==> config.mk <==
export PLATFORM = sky130hd
export DESIGN_NAME = div_ctrl
export DESIGN_NICKNAME = d
export VERILOG_FILES = /design/src/rtl/cpu_defs_pkg.sv /design/src/rtl/div_step.sv /design/src/rtl/div_ctrl.sv
export SDC_FILE = /design/constraint.sdc
export NUM_CORES = 1
export LEC_CHECK = 0
export CAP_MARGIN = 40
export CORE_AREA = 5 5 155 157
export CTS_CLUSTER_DIAMETER = 60
export CTS_CLUSTER_SIZE = 16
export DETAILED_ROUTE_END_ITERATION = 12
export DIE_AREA = 0 0 160 162
export PLACE_DENSITY_LB_ADDON = 0.05
export SYNTH_ARGS = -nofsm -noshare
export SYNTH_HDL_FRONTEND = slang
export SYNTH_SLANG_ARGS = --single-unit
==> constraint.sdc <==
create_clock -name clk -period 4.5 [get_ports clk]
set_clock_uncertainty 0.05 [all_clocks]
set_input_delay 0.9 -clock clk [delete_from_list [all_inputs] [get_ports clk]]
set_output_delay 0.9 -clock clk [all_outputs]
set_load 0.05 [all_outputs]
==> src/rtl/cpu_defs_pkg.sv <==
// Shared CPU definitions: divide-controller state encoding and iteration sizing.
package cpu_defs_pkg;

    typedef enum logic [1:0] {
        IDLE = 2'd0,
        BUSY = 2'd1,
        DONE = 2'd2
    } div_state_t;

    localparam int DIV_ITER  = 32;
    localparam int DIV_CNT_W = 6;

endpackage

==> src/rtl/div_step.sv <==
// One radix-2 restoring divide iteration on the 64-bit {remainder, quotient} register.
module div_step
    import cpu_defs_pkg::*;
(
    input  logic [2*DIV_ITER-1:0] p_i,
    input  logic [DIV_ITER-1:0]   divisor_i,
    output logic [2*DIV_ITER-1:0] p_o
);

    logic [DIV_ITER:0] diff;

    // The top 33 bits of P before the shift equal the shifted partial remainder,
    // including the bit that falls off the left end.
    always_comb begin
        diff = p_i[2*DIV_ITER-1:DIV_ITER-1] - {1'b0, divisor_i};
        if (!diff[DIV_ITER]) begin
            p_o = {diff[DIV_ITER-1:0], p_i[DIV_ITER-2:0], 1'b1};
        end else begin
            p_o = {p_i[2*DIV_ITER-2:0], 1'b0};
        end
    end

endmodule

==> src/rtl/div_ctrl.sv <==
// Multi-cycle DIV/DIVU controller: operand latch, 32-step restoring loop, sign fix-up.
// Optional macro DIV_ZERO_FAST_EN: a zero divisor finishes in one cycle with a fixed result.
module div_ctrl
    import cpu_defs_pkg::*;
#(
    parameter int ITER = DIV_ITER
) (
    input  logic                  clk,
    input  logic                  resetn,
    input  logic                  start_i,
    input  logic                  signed_i,
    input  logic                  cancel_i,
    input  logic [DIV_ITER-1:0]   opdata1_i,
    input  logic [DIV_ITER-1:0]   opdata2_i,
    output logic                  divstart,
    output logic                  ready_o,
    output logic [2*DIV_ITER-1:0] result_o
);

    div_state_t             state_q, state_d;
    logic [2*DIV_ITER-1:0]  p_q, p_d, p_step;
    logic [DIV_CNT_W-1:0]   cnt_q, cnt_d;
    logic [DIV_ITER-1:0]    dvs_q, dvs_d;
    logic                   negq_q, negq_d;
    logic                   negr_q, negr_d;
    logic [2*DIV_ITER-1:0]  result_q, result_d;
    logic [DIV_ITER-1:0]    op1_abs, op2_abs;
    logic [DIV_ITER-1:0]    rem_raw, quo_raw;

    assign op1_abs = (signed_i && opdata1_i[DIV_ITER-1]) ? -opdata1_i : opdata1_i;
    assign op2_abs = (signed_i && opdata2_i[DIV_ITER-1]) ? -opdata2_i : opdata2_i;

    div_step u_step (
        .p_i       (p_q),
        .divisor_i (dvs_q),
        .p_o       (p_step)
    );

    assign rem_raw = p_step[2*DIV_ITER-1:DIV_ITER];
    assign quo_raw = p_step[DIV_ITER-1:0];

    // NOTE: every output of this block is given a default first so no path infers a latch.
    always_comb begin
        state_d  = state_q;
        p_d      = p_q;
        cnt_d    = cnt_q;
        dvs_d    = dvs_q;
        negq_d   = negq_q;
        negr_d   = negr_q;
        result_d = result_q;
        divstart = 1'b0;
        ready_o  = 1'b0;

        case (state_q)
            IDLE: begin
                if (start_i && !cancel_i) begin
                    divstart = 1'b1;
                    p_d      = {{DIV_ITER{1'b0}}, op1_abs};
                    cnt_d    = '0;
                    dvs_d    = op2_abs;
                    negq_d   = signed_i && (opdata1_i[DIV_ITER-1] ^ opdata2_i[DIV_ITER-1]);
                    negr_d   = signed_i && opdata1_i[DIV_ITER-1];
                    state_d  = BUSY;
`ifdef DIV_ZERO_FAST_EN
                    if (opdata2_i == '0) begin
                        state_d  = DONE;
                        result_d = {opdata1_i, {DIV_ITER{1'b1}}};
                    end
`endif
                end
            end
            BUSY: begin
                divstart = 1'b1;
                p_d      = p_step;
                cnt_d    = cnt_q + DIV_CNT_W'(1);
                if (cnt_q == DIV_CNT_W'(ITER - 1)) begin
                    state_d  = DONE;
                    result_d = {negr_q ? -rem_raw : rem_raw, negq_q ? -quo_raw : quo_raw};
                end
            end
            DONE: begin
                ready_o = 1'b1;
                state_d = IDLE;
            end
            default: state_d = IDLE;
        endcase

        // A flush overrides everything: partial work is dropped, result_o keeps its last value.
        if (cancel_i) begin
            state_d  = IDLE;
            cnt_d    = '0;
            result_d = result_q;
            divstart = 1'b0;
            ready_o  = 1'b0;
        end

        if (!resetn) begin
            divstart = 1'b0;
            ready_o  = 1'b0;
        end
    end

    // NOTE: sequential state uses non-blocking assignments so all registers update together.
    always_ff @(posedge clk) begin
        if (!resetn) begin
            state_q  <= IDLE;
            p_q      <= '0;
            cnt_q    <= '0;
            dvs_q    <= '0;
            negq_q   <= 1'b0;
            negr_q   <= 1'b0;
            result_q <= '0;
        end else begin
            state_q  <= state_d;
            p_q      <= p_d;
            cnt_q    <= cnt_d;
            dvs_q    <= dvs_d;
            negq_q   <= negq_d;
            negr_q   <= negr_d;
            result_q <= result_d;
        end
    end

    assign result_o = result_q;

endmodule

### Word-level counts from Yosys, hierarchy flattened

Cells that the tools add are included.

| cells by class | value |
|---|---|
| reductions and logical operators | 12 |
| multiplexer cells | 19 |
| divide/modulo/power cells | 0 |
| add/subtract/negate cells | 6 |
| shift operators | 0 |
| equal/unequal tests | 5 |
| bitwise gates (word level) | 3 |
| multiply operators | 0 |
| magnitude comparators | 0 |

Operators with widths:

| cell | count |
|---|---|
| $mux 32 | 4 |
| $mux 64 | 2 |
| $neg 32->32 | 4 |
| $pmux 64 s2 | 1 |
| $sub 33x32->33 | 1 |
| $pmux 6 s2 | 1 |
| $add 6x1->6 const B | 1 |
| $eq 6x5->1 const B | 1 |
| $mux 1 | 6 |
| $mux 6 | 1 |
| $reduce_and 2->1 | 3 |
| $logic_and 1x1->1 | 4 |
| $mux 2 | 2 |
| $ne 2x2->1 const B | 2 |
| $pmux 2 s2 | 1 |
| $reduce_and 3->1 | 1 |
| $eq 2x1->1 const B | 1 |
| $eq 2x2->1 const B | 1 |
| $logic_not 2->1 | 1 |
| $not 1->1 | 2 |
| $pmux 1 s2 | 1 |
| $reduce_bool 2->1 | 1 |
| $reduce_or 2->1 | 1 |
| $logic_not 1->1 | 1 |
| $xor 1x1->1 | 1 |

| storage, ports and cells | value |
|---|---|
| output and inout bits | 66 |
| bits in read-only memories | 0 |
| latch bits | 0 |
| memory bits (writable) | 0 |
| flip-flop bits (word level) | 170 |
| memories | 0 |
| word-level logic and storage cells | 52 |
| input bits | 69 |

### Logic depth before layout (Yosys ltp)

Gate-level depths: netlist (run 1).

| logic depth | value |
|---|---|
| word-level depth | 6 |
| depth in mapped cells | 24 |
| depth with buffers taken out | 21 |

### By module

From an unflattened synthesis (run 1), not the netlist that was laid out.

| second synthesis, totals | value |
|---|---|
| cell total of the unflattened synthesis | 1438 |
| area total of the unflattened synthesis | 11692.5 um2 |

By module, submodules not included:

| module | area each (um2) | sequential area each (um2) | cells an instance | instances |
|---|---|---|---|---|
| div_ctrl | 9101.2 | 3403.3 | 1102 | 1 |
| div_step | 2591.2 | 0.0 | 336 | 1 |

### Least setup slack after synthesis (run 1)

Ideal clock, no wire load.

| timing | value |
|---|---|
| path kind | flip-flop to flip-flop |
| start point | register p_q[31] |
| end point | register result_q[60] (netlist: result_o[60]) |
| stages on the path, launching flop included | 24 |
| path buffers | 3 |
| arrival time | 4.780 ns |
| setup time | 0.074 ns |
| data required time | 4.376 ns |
| path slack | -0.404 ns |
| period minus slack after synthesis | 4.904 ns |
| path through | dfxtp_1 > inv_1 > ha_1 > fa_1 > nand2b_1 > a21oi_2 > o21ai_2 > a21oi_4 > o221a_4 > nor2_8 > inv_4 > buf_2 > buf_4 > buf_4 > nor2_1 > a21oi_1 > ha_1 > nand2_1 > or4_1 > o31a_1 > nor2_1 > nand3b_4 > or4_1 > a31oi_1 |

| on the way | value |
|---|---|
| cells in the longest elaborated chain, start to end | 4 |

Ends and longest elaborated chain:

| element | RTL line | text |
|---|---|---|
| start, declared | div_ctrl.sv:21 | `logic [2*DIV_ITER-1:0] p_q, p_d, p_step;` |
| start signal, assigned | div_ctrl.sv:115 | `p_q <= p_d;` |
| $sub 33x32->33 | div_step.sv:15 | `diff = p_i[2*DIV_ITER-1:DIV_ITER-1] - {1'b0, divisor_i};` |
| $mux 64 * | div_step.sv:16 | `if (!diff[DIV_ITER]) begin` |
| $neg 32->32 | div_ctrl.sv:78 | `result_d = {negr_q ? -rem_raw : rem_raw, negq_q ? -quo_raw : quo_raw};` |
| $mux 32 * | div_ctrl.sv:78 |  |
| end signal, assigned | div_ctrl.sv:120 | `result_q <= result_d;` |
| end, declared | div_ctrl.sv:26 | `logic [2*DIV_ITER-1:0] result_q, result_d;` |

Every way passes the cells marked *; elsewhere a longest branch is shown, timed or not.
A chain may end at the register's enable or synchronous reset.

### Worst setup path in the final report (run 1)

Ends and elaborated chain as after synthesis.

==> results of run 1 <==
## cell type report
cell class	count	area, sq um
Clock buffer	18	429
Clock inverter	14	153
Fill cell	2094	8500
Inverter	56	215
Multi-Input combinational cell	1204	7650
Sequential cell	170	3410
Tap cell	285	357
Timing Repair Buffer	169	1650
## cells in the mapped netlist, drive strengths merged (23+ instances only)
| cell type | count |
|---|---|
| a211oi | 52 |
| a21oi | 150 |
| a22oi | 34 |
| a31oi | 38 |
| clkbuf | 79 |
| dfxtp | 170 |
| ha | 37 |
| inv | 55 |
| mux2i | 28 |
| nand2 | 182 |
| nand3 | 33 |
| nor2 | 178 |
| nor3 | 30 |
| o21ai | 86 |
| o31ai | 23 |
| xnor2 | 49 |
| xor2 | 77 |
## worst paths after layout
kind                            start                         to  slack (ps)  depth (start not counted)
max              p_q[31]$_SDFFE_PN0P_  result_o[60]$_SDFFE_PN0P_         260                         20
min          result_o[0]$_SDFFE_PN0P_   result_o[0]$_SDFFE_PN0P_         400                          2
max reg2reg      p_q[31]$_SDFFE_PN0P_  result_o[60]$_SDFFE_PN0P_         260                         20
min reg2reg  result_o[0]$_SDFFE_PN0P_   result_o[0]$_SDFFE_PN0P_         400                          2
## critical path: cells and delay by family (launching register included)
family	cells	cell delay (ps)
AO/OA/AOI/OAI	7	1410
AND/OR/NAND/NOR	8	1400
adder cells (fa/ha/maj)	3	800
flip-flops	1	370
buffers and inverters	2	130
## cells in the final DEF, fill, tap and decap left out, types with 10 or more instances in the layout
master / netlist / routed
mux2i_1: 28 / 28
nand3_1: 33 / 33
ha_1: 37 / 28
xnor2_1: 49 / 49
and3_1: 10 / 10
clkdlybuf4s50_1: 0 / 132
o31ai_1: 23 / 23
o21ai_1: 9 / 11
dfxtp_1: 170 / 168
nor2_1: 177 / 175
a31oi_1: 37 / 37
o211ai_1: 11 / 11
buf_4: 2 / 33
a21oi_1: 142 / 140
clkbuf_16: 0 / 17
o21ai_0: 75 / 73
or3_1: 22 / 22
o41ai_1: 12 / 12
a211oi_1: 50 / 49
nor3_1: 29 / 27
inv_1: 54 / 54
nand2_1: 182 / 182
a22oi_1: 34 / 34
xor2_1: 77 / 77
nor4_1: 18 / 18
## per-layer routing
| metal | up-vias | wire (um) | track usage [%] |
|---|---|---|---|
| met5 | - | 0 | 0 |
| met4 | 0 | 1630 | 12.3 |
| met3 | 77 | 2310 | 4.39 |
| met2 | 390 | 15500 | 40.7 |
| met1 | 5329 | 17300 | 39.5 |
| li1 | 5676 | - | - |
## per-stage QoR
step                power, mW  setup WS, ps  hold WS, ps  instance area, sq um  utilization (%)
floorplan                2.15          10.2          382                 11600                -
global placement         2.42           182          390                 13100             58.6
detailed placement       2.43           118          395                 13200             58.8
CTS                      3.88           137          405                 13700             61.4
global route             4.06          8.33          420                 13900             62.0
finish                   3.89           261          404                 13900             62.0
## repair_timing
action / 4_1_cts / 5_1_grt
setup endpoints to repair: 0 / 10
setup buffers: 0 / 3
gates resized for setup: 0 / 22
## registers in the layout, indices dropped and copies added (netlist names)
signal / flops
state_q: 2
negq_q: 1
p_q: 64
cnt_q: 6
result_o: 64
dvs_q: 32
negr_q: 1
## power groups by stage
stage / combinational (mW) / sequential, mW / clock [mW]
after floorplan: 0.547 / 1.60 / 0
after global placement: 0.805 / 1.62 / 0
after detailed placement: 0.812 / 1.62 / 0
after CTS: 0.816 / 1.58 / 1.48
after global routing: 0.919 / 1.59 / 1.55
final: 0.841 / 1.58 / 1.47
## logic make-up after synthesis
group,Yosys count
compound gates,467
xor+xnor,126
fa+ha+maj,38
buf+inv,157
flops,170
mux,34
simple gates,539
==> metrics.cfg, run 1 <==
[worst_setup_path]
slowest_stage=or4_4
worstPathMaxFanout=7
critPathMaxStageDelay_ps=420
cp_common_cell=a21oi_4
end_kind=register
crit_type=reg2reg
crit_chain=inv_1, ha_1, fa_2, nand2b_4, a21oi_4, o21ai_4, a21oi_4, o221a_4, nor2_8, inv_4, nor2_1, a21oi_2, ha_2, nand2_1, or4_4, o31a_1, nor2_2, nand3b_4, or4_1, a31oi_1
cp.arrival_ps=4570
required_ps=4830
worstSetupStartpointType=register

[timing]
setup_viol_count_final=0
grt_setup_unrepaired=false
period_needed_ps=4240
drv_slew=0
fmax_mhz=236
hold_viol=0
tightestPinTransition_ps=921
tns_ps=0
relSlewSlack_pct=38.6
post-route-period-util_pct=94.2

[floorplan]
dieArea_sq_mm=0.0259
die_w_um=160
start_util_pct=51.5
fp-row-count=55
coreArea_sq_mm=0.0224
die_h_um=162
ios=135

[power_and_ir_drop]
clkPwrFrac_pct=37.7
ir_drop_mv=0.228
swShare_pct=32.9
p_per_area_mw_per_mm2=281
power.switching_mw=1.28
p_seq_share_pct=40.7
p_int_mw=2.61
p_comb_share_pct=21.6
p_leak_nw=4.90

[yosys]
ys.warnings.count=0
synthesis.nets=1638
ys_ff_latch=170
synth_compound_area_share_pct=26.8
yosys.area_share.xor_xnor_pct=9.57
synthAdderAreaFrac_pct=4.19
synthTopCellsByArea=dfxtp_1, a21oi_1, nand2_1, xor2_1, nor2_1
syn_inst=1531
seq_area_frac_synth_pct=29.5
synth_top_flop_cell=dfxtp_1
synth_top_area_share_pct=29.5
synth_top_family_by_area=compound AO/OA/AOI/OAI gates
async_reset_ff_share_pct=0
synth.distinct_cells=80
synth_edf_count=0
post_synth.cell_area_avg_sq_um=7.53
synth-simple-area-share_pct=21.5
yosys.area.top_type=dfxtp_1
synthMuxAreaShare_pct=3.02
syn_area_sq_mm=0.0115

[clock_tree]
cts_tree=built
cts_buffers=17
cts_sinks=170
htreeDepth=4
clk_pin_slew_ps=80
clk-insertion-delay-late_ps=450
root_buffer=clkbuf_16
clockBufferDepth=2
cts_hold_buffers=0

[global_routing]
grt_overflow=0
antenna_found_initial=0
grt_max_degree=101
grt_pass1_vias=10590
grt_pass1_wl_mm=57.7
grt_use_total_pct=27.5

[route]
firstDrtPassIters=6
drt_iter0_drc=960
drc=0
vias=11472
ant_nets=0
routed_wl_mm=36.7
viasPerCell=5.99
avgRoutedWirePerCell_um=19.2

[status]
status=completed

[placed_design]
dp.final_hpwl_mm=27.7
portBuffers=134
dp.cells=1881
gp_congestion=0.959

[layout]
num-nets-final=1725
layout-drive-gt1-share_pct=8.15
final_cells=1916
area_growth_syn_to_layout_pct=20.3
n_antenna_cell=0

[run]
cap_violations=0

[worst_hold_path]
hp-class=reg2reg

Power figures use the tool's default switching activity.
==> inputs of run 2 (changes only) <==
--- a/config.mk
+++ b/config.mk
@@ -11,6 +11,7 @@
 export CTS_CLUSTER_SIZE = 16
 export DETAILED_ROUTE_END_ITERATION = 12
 export DIE_AREA = 0 0 160 162
+export MAX_ROUTING_LAYER = met4
 export PLACE_DENSITY_LB_ADDON = 0.05
 export SYNTH_ARGS = -nofsm -noshare
 export SYNTH_HDL_FRONTEND = slang
==> metrics.cfg, run 2 (synthesis gave the netlist of run 1 again) <==
[status]
status=completed

[global_routing]
grt_max_degree=75
grt_overflow=0
grt_pass1_wl_mm=57.8
antenna_found_initial=0
grt_use_total_pct=28.5
grt_pass1_vias=10576

[clock_tree]
cts_buffers=17
htreeDepth=4
clockBufferDepth=2
clk_pin_slew_ps=80
root_buffer=clkbuf_16
cts_sinks=170
clk-insertion-delay-late_ps=440
cts_hold_buffers=0
cts_tree=built

[floorplan]
die_h_um=162
ios=135
fp-row-count=55
start_util_pct=51.5
die_w_um=160
dieArea_sq_mm=0.0259
coreArea_sq_mm=0.0224

[run]
cap_violations=0

[timing]
tightestPinTransition_ps=818
setup_viol_count_final=0
drv_slew=0
post-route-period-util_pct=96.4
relSlewSlack_pct=45.4
tns_ps=0
hold_viol=0
hold_slack_ps=402
finalWorstSetupSlack_ps=161
period_needed_ps=4340
fmax_mhz=230

[worst_setup_path]
crit_type=reg2reg
cp.arrival_ps=4660
worstSetupStartpointType=register
required_ps=4820
regToRegSetupSlack_ps=160
end_kind=register
worstPathMaxFanout=7
reg2reg_depth=20

[layout]
fill_cells=2093
n_antenna_cell=0
final_cell_mix=nand2_1, nor2_1, dfxtp_1, a21oi_1, clkdlybuf4s50_1
layout-drive-gt1-share_pct=8.26
layout_commonest_cell=nand2_1
final_cells=1919
num-nets-final=1729
area_growth_syn_to_layout_pct=20.7

[power_and_ir_drop]
ir_drop_mv=0.232
p_per_area_mw_per_mm2=282
p_leak_nw=4.92
finalPower_mw=3.92

[route]
viasPerCell=5.99
avgRoutedWirePerCell_um=19.4
vias=11492
ant_nets=0
drt_iter0_drc=940
firstDrtPassIters=6
drc=0
routed_wl_mm=37.2

[placed_design]
dp.cells=1884
dp.final_hpwl_mm=28.4
pre_cts_ws_ps=110
portBuffers=134
gp_congestion=0.980

[worst_hold_path]
hp-class=reg2reg
min_path_cells=2

-- run 2: cell type report --
cell class | instances | area (sq um) | share of cell area (%)
Inverter | 56 | 215 | 1.55
Clock inverter | 14 | 163 | 1.17
Tap cell | 285 | 357 | 2.56
Sequential cell | 170 | 3400 | 24.5
Multi-Input combinational cell | 1204 | 7650 | 55.0
Timing Repair Buffer | 173 | 1700 | 12.2
Clock buffer | 17 | 425 | 3.06
-- run 2: stage by stage --
step                      instance area, sq um  utilization, %
after CTS                                13800            61.6
after floorplan                          11600               -
after global routing                     13900            62.2
final                                    13900            62.2
after detailed placement                 13200            59.0
after global placement                   13100            58.7
-- run 2: repair_timing --
item / 4_1_cts / 5_1_grt
buffers inserted: 0 / 4
gates resized for setup: 0 / 20
endpoints found under the setup margin: 0 / 9
-- run 2: where the power goes --
| group | internal [mW] | switching [mW] |
|---|---|---|
| combinational | 0.330 | 0.516 |
| sequential | 1.54 | 0.0435 |
| clock | 0.786 | 0.705 |
-- run 2: layer usage --
layer	part of all wire, %	vias up	global-route usage [%]
met3	6.6	64	4.69
met5	0	-	-
met1	45	5345	37.9
met2	45	404	44.1
li1	-	5679	-
met4	2.9	0	9.86
-- run 2: critical path, cell delays in order, from the launching register on --
cell and delay, ps:
dfxtp_2 370, inv_1 60, ha_1 230, fa_2 360
nand2b_4 160, a21oi_4 180, o21ai_4 100, a21oi_4 210
o221a_4 270, nor2_8 50, inv_4 90, nor2_1 50
a21oi_2 160, ha_2 200, nand2_1 50, or4_4 430
o31a_1 370, nor2_2 170, nand3b_4 110, or4_1 410
a31oi_1 170
-- run 2: path summary, 6_finish.rpt --
check	from	end
setup reg to reg	p_q[31]$_SDFFE_PN0P_	result_o[60]$_SDFFE_PN0P_
setup / recovery	p_q[31]$_SDFFE_PN0P_	result_o[60]$_SDFFE_PN0P_
hold / removal	result_o[51]$_SDFFE_PN0P_	result_o[51]$_SDFFE_PN0P_
hold reg to reg	result_o[51]$_SDFFE_PN0P_	result_o[51]$_SDFFE_PN0P_
